<file path="src/rtl/usb_rx_pkg.sv">
// Shared types and helpers for the USB receive path.
// Contents: rcu_state_t (receiver control FSM states), SYNC_DEFAULT (expected
// SYNC byte), pid_ok() (PID nibble/complement integrity test).
package usb_rx_pkg;

  localparam logic [7:0] SYNC_DEFAULT = 8'h80;

  typedef enum logic [3:0] {
    ST_IDLE     = 4'd0,
    ST_SYNC_RX  = 4'd1,
    ST_SYNC_CHK = 4'd2,
    ST_DATA_RX  = 4'd3,
    ST_STORE    = 4'd4,
    ST_EOP_HOLD = 4'd5,
    ST_ERR_EOP  = 4'd6,
    ST_ERR_IDLE = 4'd7,
    ST_PID_CHK  = 4'd8
  } rcu_state_t;

  // A PID byte carries its 4-bit code in the low nibble and the complement above it.
  function automatic logic pid_ok(input logic [7:0] pid);
    return pid[7:4] == ~pid[3:0];
  endfunction

endpackage

</file>
<file path="src/rtl/rcu_if.sv">
// Receiver control bus between the timer / edge / EOP detectors and the rcu.
// master : detector/timer side, drives d_edge, eop, shift_enable, byte_received, rcv_data;
//          observes rcving, w_enable, r_error.
// slave  : rcu side, the mirror image.
interface rcu_if #(
  parameter int unsigned DATA_W = 8
);
  logic              d_edge;
  logic              eop;
  logic              shift_enable;
  logic              byte_received;
  logic [DATA_W-1:0] rcv_data;
  logic              rcving;
  logic              w_enable;
  logic              r_error;

  modport master (
    output d_edge, eop, shift_enable, byte_received, rcv_data,
    input  rcving, w_enable, r_error
  );

  modport slave (
    input  d_edge, eop, shift_enable, byte_received, rcv_data,
    output rcving, w_enable, r_error
  );
endinterface

</file>
<file path="src/rtl/rcu.sv">
// USB receiver control unit: tracks packet framing, checks the SYNC byte,
// pulses w_enable once per stored data byte and flags malformed packets.
// Ports:
//   clk    - system clock, rising edge
//   n_rst  - asynchronous active-low reset
//   bus    - rcu_if.slave: d_edge, eop, shift_enable, byte_received, rcv_data in;
//            rcving, w_enable, r_error out (all registered)
// Build option: define RCU_PID_CHECK_EN to verify the PID integrity of the first
// data byte after it has been written out.
module rcu
  import usb_rx_pkg::*;
#(
  parameter int unsigned       DATA_W    = 8,
  parameter logic [DATA_W-1:0] SYNC_BYTE = DATA_W'(SYNC_DEFAULT)
) (
  input  logic clk,
  input  logic n_rst,
  rcu_if.slave bus
);

  localparam int unsigned BIT_CNT_W = 3;

  rcu_state_t           state;
  rcu_state_t           state_nxt;
  logic [BIT_CNT_W-1:0] bit_cnt;
  logic [BIT_CNT_W-1:0] bit_cnt_nxt;
  logic                 rcving_nxt;
  logic                 r_error_nxt;
  logic                 w_enable_nxt;
  logic                 eop_se;

`ifdef RCU_PID_CHECK_EN
  logic pid_pend;
  logic pid_pend_nxt;
`endif

  // EOP only counts at a bit sample point.
  assign eop_se = bus.eop & bus.shift_enable;

  // Next state, bit counter and output decode.
  always_comb begin
    state_nxt    = state;
    bit_cnt_nxt  = '0;
    rcving_nxt   = 1'b0;
    r_error_nxt  = 1'b0;
    w_enable_nxt = 1'b0;
`ifdef RCU_PID_CHECK_EN
    pid_pend_nxt = pid_pend;
`endif

    unique case (state)
      ST_IDLE:     if (bus.d_edge) state_nxt = ST_SYNC_RX;
      ST_SYNC_RX: begin
        if (bus.byte_received) state_nxt = ST_SYNC_CHK;
        else if (eop_se)       state_nxt = ST_ERR_EOP;
      end
      ST_SYNC_CHK: state_nxt = (bus.rcv_data == SYNC_BYTE) ? ST_DATA_RX : ST_ERR_EOP;
      // A byte landing on the EOP sample wins; EOP is re-evaluated next sample.
      ST_DATA_RX: begin
        if (bus.byte_received) state_nxt = ST_STORE;
        else if (eop_se)       state_nxt = (bit_cnt == '0) ? ST_EOP_HOLD : ST_ERR_EOP;
      end
`ifdef RCU_PID_CHECK_EN
      ST_STORE:    state_nxt = pid_pend ? ST_PID_CHK : ST_DATA_RX;
      ST_PID_CHK:  state_nxt = pid_ok(8'(bus.rcv_data)) ? ST_DATA_RX : ST_ERR_EOP;
`else
      ST_STORE:    state_nxt = ST_DATA_RX;
`endif
      // The EOP->J edge closes the packet and must not start a new one.
      ST_EOP_HOLD: if (bus.d_edge) state_nxt = ST_IDLE;
      ST_ERR_EOP:  if (eop_se)     state_nxt = ST_ERR_IDLE;
      ST_ERR_IDLE: if (bus.d_edge) state_nxt = ST_SYNC_RX;
      default:     state_nxt = ST_IDLE;
    endcase

`ifdef RCU_PID_CHECK_EN
    // Armed by a good SYNC; consumed by the first data byte's STORE.
    if (state == ST_SYNC_CHK)   pid_pend_nxt = 1'b1;
    else if (state == ST_STORE) pid_pend_nxt = 1'b0;
`endif

    if (bus.byte_received)
      bit_cnt_nxt = '0;
    else if (state == ST_DATA_RX && bus.shift_enable)
      bit_cnt_nxt = bit_cnt + BIT_CNT_W'(1);
    else if (state == ST_DATA_RX || state == ST_STORE)
      bit_cnt_nxt = bit_cnt;

    rcving_nxt  = state_nxt inside {ST_SYNC_RX, ST_SYNC_CHK, ST_DATA_RX, ST_STORE,
                                    ST_PID_CHK, ST_ERR_EOP};
    r_error_nxt = state_nxt inside {ST_ERR_EOP, ST_ERR_IDLE};
    // Write strobe trails STORE by one register stage (byte_received -> w_enable = 2).
    w_enable_nxt = (state == ST_STORE);
  end

  // State, bit counter and registered outputs.
  always_ff @(posedge clk or negedge n_rst) begin
    if (!n_rst) begin
      state        <= ST_IDLE;
      bit_cnt      <= '0;
      bus.rcving   <= 1'b0;
      bus.r_error  <= 1'b0;
      bus.w_enable <= 1'b0;
`ifdef RCU_PID_CHECK_EN
      pid_pend     <= 1'b0;
`endif
    end else begin
      state        <= state_nxt;
      bit_cnt      <= bit_cnt_nxt;
      bus.rcving   <= rcving_nxt;
      bus.r_error  <= r_error_nxt;
      bus.w_enable <= w_enable_nxt;
`ifdef RCU_PID_CHECK_EN
      pid_pend     <= pid_pend_nxt;
`endif
    end
  end

endmodule

</file>
<file path="src/flat_wrapper.sv">
// flat-port wrapper written by rule: the top's interface ports become plain ports
module rcu_flat import usb_rx_pkg::*;
#(
  parameter int unsigned       DATA_W    = 8,
  parameter logic [DATA_W-1:0] SYNC_BYTE = DATA_W'(SYNC_DEFAULT)
)
  (clk, n_rst, bus_d_edge, bus_eop, bus_shift_enable, bus_byte_received, bus_rcv_data, bus_rcving, bus_w_enable, bus_r_error);
  rcu_if #(.DATA_W(DATA_W)) bus_i ();
  input  logic clk;
  input  logic n_rst;
  input wire logic [$bits(bus_i.d_edge)-1:0] bus_d_edge;
  input wire logic [$bits(bus_i.eop)-1:0] bus_eop;
  input wire logic [$bits(bus_i.shift_enable)-1:0] bus_shift_enable;
  input wire logic [$bits(bus_i.byte_received)-1:0] bus_byte_received;
  input wire logic [$bits(bus_i.rcv_data)-1:0] bus_rcv_data;
  output wire logic [$bits(bus_i.rcving)-1:0] bus_rcving;
  output wire logic [$bits(bus_i.w_enable)-1:0] bus_w_enable;
  output wire logic [$bits(bus_i.r_error)-1:0] bus_r_error;
  assign bus_i.d_edge = bus_d_edge;
  assign bus_i.eop = bus_eop;
  assign bus_i.shift_enable = bus_shift_enable;
  assign bus_i.byte_received = bus_byte_received;
  assign bus_i.rcv_data = bus_rcv_data;
  assign bus_rcving = bus_i.rcving;
  assign bus_w_enable = bus_i.w_enable;
  assign bus_r_error = bus_i.r_error;
  rcu #(.DATA_W(DATA_W), .SYNC_BYTE(SYNC_BYTE)) u_core (.clk(clk), .n_rst(n_rst), .bus(bus_i));
endmodule
</file>
<file path="config.mk">
export PLATFORM = sky130hd
export DESIGN_NAME = rcu_flat
export DESIGN_NICKNAME = d
export VERILOG_FILES = /design/src/rtl/usb_rx_pkg.sv /design/src/rtl/rcu_if.sv /design/src/rtl/rcu.sv /design/src/flat_wrapper.sv
export SDC_FILE = /design/constraint.sdc
export NUM_CORES = 1
export LEC_CHECK = 0
export CAP_MARGIN = 20
export CELL_PAD_IN_SITES_DETAIL_PLACEMENT = 2
export CELL_PAD_IN_SITES_GLOBAL_PLACEMENT = 2
export CORE_MARGIN = 2
export CORE_UTILIZATION = 27
export CTS_CLUSTER_SIZE = 25
export DETAILED_ROUTE_END_ITERATION = 7
export HOLD_SLACK_MARGIN = 0.06
export PLACE_DENSITY = 0.75
export SYNTH_ARGS = -nofsm -noshare
export SYNTH_HDL_FRONTEND = slang
export SYNTH_SLANG_ARGS = --single-unit
</file>
<file path="constraint.sdc">
create_clock -name clk -period 1.6 [get_ports clk]
set_input_delay 0.48 -clock clk [delete_from_list [all_inputs] [get_ports clk]]
set_output_delay 0.48 -clock clk [all_outputs]
set_load 0.03 [all_outputs]
</file>
# Yosys cells after proc, flatten, opt, wreduce, memory -nomap -nowiden
# Cells that the tools add are included.
[op_classes]
mux = 13
n_reduce_logical = 7
n_addsub = 1
eq_ne = 16
bitwise = 1
[op_table]
columns = ["cell", "n"]
rows = [
  ["4-bit by 3-bit equality test with 1-bit output, second input constant", 7],
  ["4-bit two-way mux", 7],
  ["4-bit one-hot mux with 7 select lines", 1],
  ["4-bit by 2-bit equality test with 1-bit output, second input constant", 4],
  ["3-bit two-way mux", 4],
  ["4-bit by 1-bit equality test with 1-bit output, second input constant", 2],
  ["8-bit equality test, second input constant", 1],
  ["6-bit nonzero test", 1],
  ["4-bit equality test, second input constant", 1],
  ["4-bit logical NOT", 1],
  ["3-bit by 1-bit adder with 3-bit output, second input constant", 1],
  ["3-bit logical NOT", 1],
  ["3-bit by 2-bit != test with 1-bit output, second input constant", 1],
  ["2-bit two-way mux", 1],
  ["2-bit nonzero test", 1],
  ["2-bit OR reduction", 1],
  ["1-bit AND", 1],
  ["1-bit logical AND", 1],
  ["1-bit logical OR", 1],
]
[word_totals]
input_bits = 14
output_inout_bits = 3
register_bits = 10
word_cells = 43

# Depth between registers and ports, before layout
# Gate-level depths: netlist of the first run.
[logic_depth]
ltp_word = 7
ltp_mapped = 7
mapped_depth_nobuf = 7

# Worst setup path before layout of the first run
# OpenSTA, ideal clock, no wires.
[synth_timing]
kind = "in2reg"
start = "input port bus_rcv_data[1]"
end = "register u_core.bus.rcving"
cell_stages = 5
arrival_time_ns = 1.402
path_buffers = 0
setup_slack_ns = 0.125
required_ns = 1.527
path_cell_list = "nor4_1 nand2_1 a211o_1 and2_1 a21oi_2"
[synth_between]
elab_chain_len = 5
[synth_lines]
columns = ["item", "line_no", "source"]
rows = [
  ["from (decl)", "flat_wrapper.sv:15", "input wire logic [$bits(bus_i.rcv_data)-1:0] bus_rcv_data;"],
  ["8-bit equality test (*)", "rcu.sv:57", "ST_SYNC_CHK: state_nxt = (bus.rcv_data == SYNC_BYTE) ? ST_DATA_RX : ST_ERR_EOP;"],
  ["3-bit two-way mux (*)", "rcu.sv:57", ""],
  ["4-bit one-hot mux with 7 select lines (*)", "rcu.sv:51", "unique case (state)"],
  ["named net u_core.state_nxt[2]", "rcu.sv:24", "rcu_state_t state_nxt;"],
  ["4-bit by 1-bit equality test with 1-bit output (tied with other cells)", "rcu.sv:89", "rcving_nxt = state_nxt inside {ST_SYNC_RX, ST_SYNC_CHK, ST_DATA_RX, ST_STORE,"],
  ["6-bit nonzero test (*)", "rcu.sv:89", ""],
  ["named net u_core.rcving_nxt", "rcu.sv:27", "logic rcving_nxt;"],
  ["to (signal assigned)", "rcu.sv:110", "bus.rcving <= rcving_nxt;"],
  ["to (decl)", "rcu_if.sv:24", "output rcving, w_enable, r_error"],
]
# Mark *: on every way through the listed nets, which the timed path passes. The rest lies on a longest branch.
# A chain may end at the register's enable or synchronous reset.

# Worst setup path in the final report of the first run
[layout_timing]
start = "input port bus_rcv_data[0]"
end = "register u_core.bus.rcving"
# The elaborated chain is that of the path after synthesis.

==> run_results.csv, run 1 <==
group,metric,value,unit
status,status,"finished clean",
yosys,netlist_instances,66,
placed_design,place_area,828,um2
clock_tree,cts_tree,"yes",
setup_path,critPathCaptureType,"flip-flop",
setup_path,cp-start-kind,"input pin",
detailed_routing,drt-total-wl,1860,um
yosys,ys_seq_elements,10,
global_routing,grt_pass1_wl,2960,um
setup_path,r2r-start,"u_core.state[2]",
power_and_ir_drop,p_seq_frac,0.417,
power_and_ir_drop,combinationalPowerShare,0.408,
timing,setup_viol,0,
global_routing,antenna_found_initial,0,
yosys,synth.distinct_cells,32,
cells_and_area,drive_gt1_frac,0.286,
timing,fin_crit,1.53,ns
detailed_routing,wire_per_inst,15.7,um
setup_path,cp_slowest_stage_delay,0.31,ns
die,rows,17,
clock_tree,cts_root_buf,"clkbuf_4",
setup_path,worstSetupPathType,"input pin to flip-flop",
clock_tree,cts_max_level,1,
placed_design,dp_hpwl,1270,um
timing,finClkSkew,0.00130,ns
setup_path,cp.required,1.79,ns
timing,max_freq,655,MHz
detailed_routing,drc_errors,0,
yosys,synthFlopType,"dfrtp_1",
timing,fin_crit_sh,0.954,
die,die_x,52.2,um
setup_path,r2r_cells,5,
detailed_routing,ant_nets,0,
power_and_ir_drop,swShare,0.368,
yosys,synth_edf_count,0,
clock_tree,cts.sinks,10,
global_routing,grt_pass1_vias,650,
detailed_routing,drtPass1Iterations,4,
die,start_util,0.284,
timing,hold_viol,0,
setup_path,arrival,1.71,ns
setup_path,cp_max_fo,4,
setup_path,rrSetupSlack,0.10,ns
yosys,seq_area_frac_synth,0.398,
die,core_area,0.00221,mm2
yosys,synth_nets,82,
cells_and_area,syn_to_final_growth,48.0,%
cells_and_area,fin_area,930,um2
power_and_ir_drop,power_frac_clock,0.175,
die,die_y,52.2,um
global_routing,grt_remaining_overflow,0,
detailed_routing,route.vias.total,587,
yosys,synth.area.top_cells,"dfrtp_1 40%, nor4b_2 7.2%, nand2_1 4.2%",
timing,slew_viol_final,0,
die,fp.dieArea,0.00273,mm2
power_and_ir_drop,intPower,569,uW
setup_path,critPathSlowestCell,"a211o_1",
yosys,postSynthAreaPerCell,9.52,um2
global_routing,grt_max_degree,13,
global_routing,grt_use_total,0.152,
placed_design,place.gp.congestion,0.684,
power_and_ir_drop,finalPower,901,uW
clock_tree,cts_buffer_depth,2,
detailed_routing,drtIter0Drc,1,
timing,hold_slack,0.523,ns
yosys,synthArstFlopShare,1.00,
yosys,synth_top_area_share,0.398,
cells_and_area,multi_input_area,384,um2
yosys,synthesis.area,628,um2
cells_and_area,regArea,253,um2
placed_design,portBuffers,16,
detailed_routing,viasPerCell,4.93,
yosys,synth_area_leader_cell,"dfrtp_1",
hold_path,hold_path_class,"input pin to asynchronous set/reset pin",
cells_and_area,final_nets,109,
clock_tree,hold_buffers,0,
power_and_ir_drop,leakagePower,0.000434,uW
clock_tree,path_clk_slew,0.06,ns
setup_path,path_cells,"dlygate4sd2_1 > nor4_4 > nand2_1 > a211o_1 > and2_4 > a21oi_2",
clock_tree,clk-insertion-delay-late,0.25,ns
power_and_ir_drop,ir_worst_vdd,0.708,mV
cells_and_area,fillerInstances,260,
die,io_pins,17,
run,max_cap_violations,0,
yosys,yosysWarnings,0,
cells_and_area,antenna_cells,0,
power_and_ir_drop,power.density,969,mW/mm2
clock_tree,numCtsBuffers,3,
setup_path,rr_endpoint,"u_core.bit_cnt[2]",
power_and_ir_drop,power_switching,332,uW
state kept, by name, summed over array words and instances, names as in the netlist:
register,cells
u_core.bus.w_enable,1
u_core.bus.rcving,1
u_core.bit_cnt,3
u_core.bus.r_error,1
u_core.state,4
synth_stat cells (2+ instances only):
master and count:
and2_1 2, ha_1 2, buf_2 2, nand2_1 7, o21ai_0 4, inv_1 5, nand3_1 2, dfrtp_1 10
nand2b_1 2, nor3_1 2, nor4b_2 3, a21oi_1 2, nor2_1 4
cells in the final DEF, fill, tap and decap left out, types with 2 or more instances in the layout:
cell type	count
a21oi_1	2
buf_4	9
clkbuf_4	3
dfrtp_1	8
dfrtp_2	2
dlygate4sd2_1	13
dlymetal6s2s_1	2
inv_1	5
nand2_1	7
nand2b_1	2
nand3_1	2
nor2_1	4
nor4b_4	2
o21ai_0	4
power groups by stage:
stage                     Combinational, uW  Sequential, uW  Clock [uW]
after floorplan                         228             346           0
after CTS                               323             371         169
final                                   367             376         158
after detailed placement                319             373           0
after global placement                  308             373           0
after global routing                    406             385         184
worst max-delay path, delay by kind of cell:
kind	cells	cell delay, ns
simple gates	3	0.56
compound gates	2	0.40
buf+inv	1	0.27
worst max path at each step:
stage                startpoint           endpoint  slack, ns  cells past startpoint
2_1_floorplan   bus_rcv_data[1]  u_core.bus.rcving       0.12                      5
3_3_place_gp   bus_shift_enable  u_core.bit_cnt[2]      -0.40                      7
3_5_place_dp   bus_shift_enable  u_core.bit_cnt[2]      -0.45                      7
4_1_cts         u_core.state[1]  u_core.bus.rcving      0.004                      5
5_1_grt         bus_rcv_data[0]  u_core.bus.rcving      -0.03                      6
6_report        bus_rcv_data[0]  u_core.bus.rcving       0.07                      6
cell families after synthesis:
logic type,count (synthesis),synth area share
and+or+nand+nor,30,0.311
other,1,0.00597
buffers and inverters,8,0.0578
AOI/OAI and AO/OA,14,0.171
DFF,10,0.398
adders and majority gates,2,0.0398
muxes,1,0.0159
per-stage QoR:
stage	util	worst slack (ns)	setup TNS, ns	std cells
2_1_floorplan	-	0.125	0	66
3_3_place_gp	0.374	-0.402	-2.38	110
3_5_place_dp	0.374	-0.449	-2.61	110
4_1_cts	0.397	0.00395	0	115
5_1_grt	0.420	-0.0287	-0.0336	119
6_report	0.420	0.0730	0	119
layer usage:
metal	routed length, um	part of all wire	track usage	up-vias
met5	0	0	0	-
met4	43	0.023	0.0897	0
met3	37	0.020	0.0171	5
met2	1020	0.55	0.257	12
met1	763	0.41	0.184	284
li1	-	-	-	286
repair_timing:
item                                   4_1_cts  5_1_grt
gates resized for setup                     17        7
cloned                                       0        0
endpoints found under the hold margin        0        0
setup endpoints to repair                    8        3
pin swaps                                    5        6
setup buffers                                2        4
final cells by class:
type	count	area share
Sequential cell	10	0.272
Timing Repair Buffer	25	0.233
Inverter	5	0.0202
Multi-Input combinational cell	48	0.413
Clock buffer	3	0.0242
Tap cell	28	0.0377
No activity file was read; power rests on OpenSTA's default activity.
==> run 2, diff against run 1 <==
--- a/config.mk
+++ b/config.mk
@@ -9,11 +9,11 @@
 export CELL_PAD_IN_SITES_DETAIL_PLACEMENT = 2
 export CELL_PAD_IN_SITES_GLOBAL_PLACEMENT = 2
 export CORE_MARGIN = 2
-export CORE_UTILIZATION = 27
+export CORE_UTILIZATION = 24
 export CTS_CLUSTER_SIZE = 25
 export DETAILED_ROUTE_END_ITERATION = 7
 export HOLD_SLACK_MARGIN = 0.06
-export PLACE_DENSITY = 0.75
+export PLACE_DENSITY = 0.71
 export SYNTH_ARGS = -nofsm -noshare
 export SYNTH_HDL_FRONTEND = slang
 export SYNTH_SLANG_ARGS = --single-unit
==> constraint.sdc (replaced) <==
create_clock -name clk -period 1.2 [get_ports clk]
set_input_delay 0.36 -clock clk [delete_from_list [all_inputs] [get_ports clk]]
set_output_delay 0.36 -clock clk [all_outputs]
set_load 0.03 [all_outputs]
==> run 2 against run 1 <==
The run now ends with setup timing left. Global-route usage rose by 1.1 points. Routed wire length is 36% higher. Total power rose by 78%. Cell area is 24% higher.
==> run_results.csv, run 2 (synthesis gave the netlist of run 1 again) <==
group,metric,value,unit
status,status,"finished with violations",
status,violations,"setup timing",
setup_path,path_cells,"inv_1 > ha_2 > and3b_1 > o21ai_2 > o311ai_4 > buf_4 > buf_4",
setup_path,cp_max_fo,3,
timing,hold_viol,0,
global_routing,grt_remaining_overflow,0,
cells_and_area,final_cell_mix,"25 x buf_4, 8 x dlygate4sd2_1, 6 x dfrtp_1",
global_routing,grt_busiest_layer,"met2",
setup_path,arrival,1.72,ns
detailed_routing,drtPass1Iterations,2,
die,fp.dieArea,0.00304,mm2
global_routing,globalRouteMet1Util,0.195,
timing,finClkSkew,0.0103,ns
detailed_routing,viasPerCell,4.79,
setup_path,cp.required,1.37,ns
timing,max_freq,648,MHz
global_routing,grt_pass1_wl,3390,um
placed_design,dp_hpwl,1550,um
clock_tree,cts_buffer_depth,2,
power_and_ir_drop,power.density,1390,mW/mm2
cells_and_area,largest_register_ffs,4,
clock_tree,clk-insertion-delay-late,0.27,ns
clock_tree,cts_max_level,1,
detailed_routing,drt-total-wl,2530,um
global_routing,met2_usage,0.304,
clock_tree,numCtsBuffers,3,
setup_path,worstSetupPathType,"flip-flop to flip-flop",
global_routing,antenna_found_initial,0,
timing,hold_slack,0.367,ns
placed_design,portBuffers,16,
power_and_ir_drop,ir_worst_vdd,1.20,mV
detailed_routing,ant_nets,0,
global_routing,grt_max_degree,11,
cells_and_area,antenna_cells,0,
detailed_routing,drtIter0Drc,3,
setup_path,critPathCaptureType,"flip-flop",
clock_tree,hold_buffers,0,
timing,fin_crit,1.54,ns
cells_and_area,top_register,"u_core.state",
timing,fin_crit_sh,1.29,
timing,slew_viol_final,0,
cells_and_area,drive_gt1_frac,0.569,
global_routing,grt_pass1_vias,720,
cells_and_area,final_common_cell,"buf_4",
setup_path,cp-start-kind,"flip-flop",
detailed_routing,drc_errors,0,
setup_path,critPathSlowestCell,"dfrtp_1",
timing,rsz0062_at_grt,"yes",
detailed_routing,wire_per_inst,18.2,um
setup_path,path_buf_inv,3,
timing,setup_ws,-0.344,ns
die,die_y,55.2,um
cells_and_area,syn_to_final_growth,83.5,%
timing,setup_viol,8,
cells_and_area,utilization,0.465,
die,io_pins,17,
global_routing,use_met3,0.0161,
die,die_x,55.2,um
detailed_routing,route.vias.total,666,
clock_tree,cts_tree,"yes",
setup_path,cp_common_cell,"buf_4",
clock_tree,cts_root_buf,"clkbuf_4",
die,rows,18,
clock_tree,cts.sinks,10,
setup_path,crit_family,"compound AO/OA/AOI/OAI gates",
power_and_ir_drop,leakagePower,0.000527,uW
setup_path,cp_slowest_stage_delay,0.37,ns
hold_path,hold_path_class,"input pin to asynchronous set/reset pin",
power_and_ir_drop,finalPower,1600,uW
placed_design,place.gp.congestion,0.665,
timing,tns,-1.77,ns
clock_tree,path_clk_slew,0.08,ns
global_routing,grt_use_total,0.163,
die,core_area,0.00248,mm2
cells_and_area,reg_top3,"u_core.state x4, u_core.bit_cnt x3",
die,start_util,0.254,
run,max_cap_violations,0,
cells_and_area,final_nets,126,
## run 2: cell count changes in the layout (fill, tap and decap cells not counted), moves of 2 or more
cell           change
buf_4             +16
buf_6              +4
dfrtp_1            -2
dfrtp_2            +2
dlygate4sd2_1      -5
nand2_1            -2
nand2_2            +2
nor2_1             -2
o21ai_0            -3
o21ai_2            +4
## run 2: final timing paths
check	slack (ns)	cells past startpoint	from	endpoint
max in group asynchronous	0.67	2	n_rst	u_core.state[2]
min in group clk	0.50	4	bus_byte_received	u_core.bit_cnt[0]
worst max-delay path	-0.34	7	u_core.bit_cnt[0]	u_core.state[0]
worst min-delay path	0.37	2	n_rst	u_core.state[1]
worst max register to register	-0.34	7	u_core.bit_cnt[0]	u_core.state[0]
worst min register to register	0.52	1	u_core.bit_cnt[2]	u_core.bit_cnt[2]
## run 2: power breakdown
part	internal, uW	switching, uW	total (uW)
logic	408	391	800
registers	398	85.9	484
clock network	184	133	317
total	991	610	1600
## run 2: final cells by class
class	count	area, um2
fill	275	1330
multi-input combinational	48	454
timing repair buffer	42	350
sequential	10	255
tap	30	37.5
clock buffer	4	36.3
inverter	5	18.8
## run 2: per-stage QoR
step | std cells | worst slack [ns] | cell area, um2
floorplan | 66 | -0.130 | 637
global placement | 127 | -0.689 | 945
detailed placement | 127 | -0.734 | 945
CTS | 135 | -0.310 | 1040
global route | 139 | -0.433 | 1150
finish | 139 | -0.344 | 1150
## run 2: per-layer routing
layer | up-vias | wire length (um)
met5 | - | 0
met4 | 0 | 4
met3 | 2 | 49
met2 | 7 | 1400
met1 | 334 | 1080
li1 | 323 | -
## run 2: what timing repair did
action | 4_1_cts | 5_1_grt
setup buffers | 4 | 5
pin swaps | 8 | 13
endpoints found under the setup margin | 8 | 9
resized for setup | 25 | 24
==> run 3, diff against run 2 <==
--- a/config.mk
+++ b/config.mk
@@ -8,7 +8,6 @@
 export CAP_MARGIN = 20
 export CELL_PAD_IN_SITES_DETAIL_PLACEMENT = 2
 export CELL_PAD_IN_SITES_GLOBAL_PLACEMENT = 2
-export CORE_MARGIN = 2
 export CORE_UTILIZATION = 24
 export CTS_CLUSTER_SIZE = 25
 export DETAILED_ROUTE_END_ITERATION = 7
==> run 3 against run 2 <==
The flow still finishes with violations (setup timing). Critical path type unchanged. Largest cell class unchanged. Hold slack better by 0.042 ns. Via count is 1.4% lower. Cell count is 0.72% lower. Clock skew is 0.0077 ns lower. Utilization is 1.4 points lower. Total power is 4.8% lower. Sequential share of layout area is 0.56 points higher. Sequential power is 3% higher. Cell area is 2.9% lower. Routed wire length is 12% lower. Non-clock buffer count is 1 lower.
==> run_results.csv, run 3 (synthesis gave the netlist of run 1 again) <==
group,metric,value,unit
status,status,"finished with violations",
status,violations,"setup timing",
hold_path,hold_path_class,"input pin to asynchronous set/reset pin",
cells_and_area,syn_to_final_growth,78.1,%
timing,hold_viol,0,
clock_tree,cts.sinks,10,
global_routing,antenna_found_initial,0,
clock_tree,cts_tree,"yes",
timing,max_freq,648,MHz
power_and_ir_drop,power.density,1360,mW/mm2
global_routing,grt_remaining_overflow,0,
die,die_x,53.2,um
detailed_routing,viasPerCell,4.76,
die,rows,18,
setup_path,cp.required,1.39,ns
setup_path,path_cells,"inv_2 > ha_4 > and3b_2 > mux2i_1 > nand4b_1 > a31o_2 > a21oi_2",
detailed_routing,drtPass1Iterations,2,
global_routing,grt_max_degree,12,
die,start_util,0.254,
timing,fin_crit_sh,1.29,
power_and_ir_drop,ir_worst_vdd,0.805,mV
detailed_routing,ant_nets,0,
die,io_pins,17,
cells_and_area,final_common_cell,"buf_4",
placed_design,place.gp.congestion,0.656,
placed_design,portBuffers,16,
detailed_routing,wire_per_inst,16.2,um
die,fp.dieArea,0.00283,mm2
timing,hold_slack,0.409,ns
clock_tree,hold_buffers,0,
setup_path,critPathCaptureType,"flip-flop",
cells_and_area,reg_top3,"u_core.state x4, u_core.bit_cnt x3",
setup_path,cp_slowest_stage_delay,0.36,ns
detailed_routing,drc_errors,0,
setup_path,cp_max_fo,3,
clock_tree,numCtsBuffers,3,
cells_and_area,final_nets,125,
cells_and_area,largest_register_ffs,4,
placed_design,dp_hpwl,1510,um
clock_tree,cts_buffer_depth,2,
timing,setup_ws,-0.343,ns
timing,setup_viol,8,
timing,finClkSkew,0.00256,ns
clock_tree,cts_max_level,1,
global_routing,grt_pass1_vias,693,
clock_tree,cts_root_buf,"clkbuf_4",
global_routing,grt_pass1_wl,3240,um
timing,rsz0062_at_grt,"yes",
run,max_cap_violations,0,
cells_and_area,fillerInstances,268,
clock_tree,path_clk_slew,0.07,ns
timing,tns,-1.85,ns
global_routing,grt_use_total,0.158,
detailed_routing,route.vias.total,657,
timing,slew_viol_final,0,
die,core_area,0.00248,mm2
setup_path,critPathSlowestCell,"dfrtp_1",
cells_and_area,drive_gt1_frac,0.528,
detailed_routing,drt-total-wl,2230,um
power_and_ir_drop,finalPower,1520,uW
cells_and_area,stdcell_count,138,
setup_path,cp-start-kind,"flip-flop",
cells_and_area,top_register,"u_core.state",
power_and_ir_drop,leakagePower,0.000520,uW
setup_path,arrival,1.73,ns
detailed_routing,drtIter0Drc,4,
setup_path,worstSetupPathType,"flip-flop to flip-flop",
clock_tree,clk-insertion-delay-late,0.26,ns
placed_design,dp.cells,124,
cells_and_area,final_cell_mix,"28 x buf_4, 10 x dlygate4sd2_1, 7 x dfrtp_1",
timing,fin_crit,1.54,ns
die,die_y,53.2,um
cells_and_area,antenna_cells,0,
## run 3: area by class of cell
type                            instances  area (um2)  area share
Multi-Input combinational cell         48         442       0.395
Sequential cell                        10         254       0.227
Timing Repair Buffer                   41         330       0.295
Tap cell                               30        37.5      0.0336
Clock buffer                            4        36.3      0.0324
Inverter                                5        18.8      0.0168
## run 3: routing by layer
layer / global-route usage / vias to the layer above / wire length, um / part of all wire
li1: - / 317 / - / -
met1: 0.203 / 334 / 1060 / 0.48
met2: 0.289 / 6 / 1140 / 0.51
met3: 0.00862 / 0 / 32 / 0.014
met4: 0.0263 / 0 / 0 / 0
met5: 0 / - / 0 / 0
## run 3: final timing paths
path | endpoint | slack (ns) | start | cells past startpoint
max | u_core.bus.rcving | -0.34 | u_core.bit_cnt[0] | 7
min | u_core.state[2] | 0.41 | n_rst | 2
min in group clk | u_core.bit_cnt[2] | 0.48 | u_core.bit_cnt[2] | 1
max in group asynchronous | u_core.state[0] | 0.63 | n_rst | 2
min reg2reg | u_core.bit_cnt[2] | 0.48 | u_core.bit_cnt[2] | 1
max reg2reg | u_core.bus.rcving | -0.34 | u_core.bit_cnt[0] | 7
## run 3: metrics by stage
step | setup WS (ns) | utilization | instance area, um2
2_1_floorplan | -0.130 | - | 637
3_3_place_gp | -0.690 | 0.372 | 922
3_5_place_dp | -0.738 | 0.372 | 922
4_1_cts | -0.326 | 0.411 | 1020
5_1_grt | -0.413 | 0.452 | 1120
6_report | -0.343 | 0.452 | 1120
## run 3: power by group
| group | switching [uW] | internal [uW] | total [uW] |
|---|---|---|---|
| logic | 332 | 396 | 728 |
| registers | 101 | 398 | 499 |
| clock network | 112 | 184 | 296 |
| total | 546 | 978 | 1520 |
## run 3: worst max-delay path: cells and delay by family (launching register included)
family                     cells  cell delay, ns
AOI/OAI and AO/OA              2            0.43
DFF                            1            0.36
and+or+nand+nor                2            0.35
adders and majority gates      1            0.15
muxes                          1            0.13
buffers and inverters          1            0.05
## run 3: what timing repair did
action,CTS,global route
endpoints found under the setup margin,8,8
gates resized for setup,22,14
pin swaps,8,7
buffers inserted,4,7
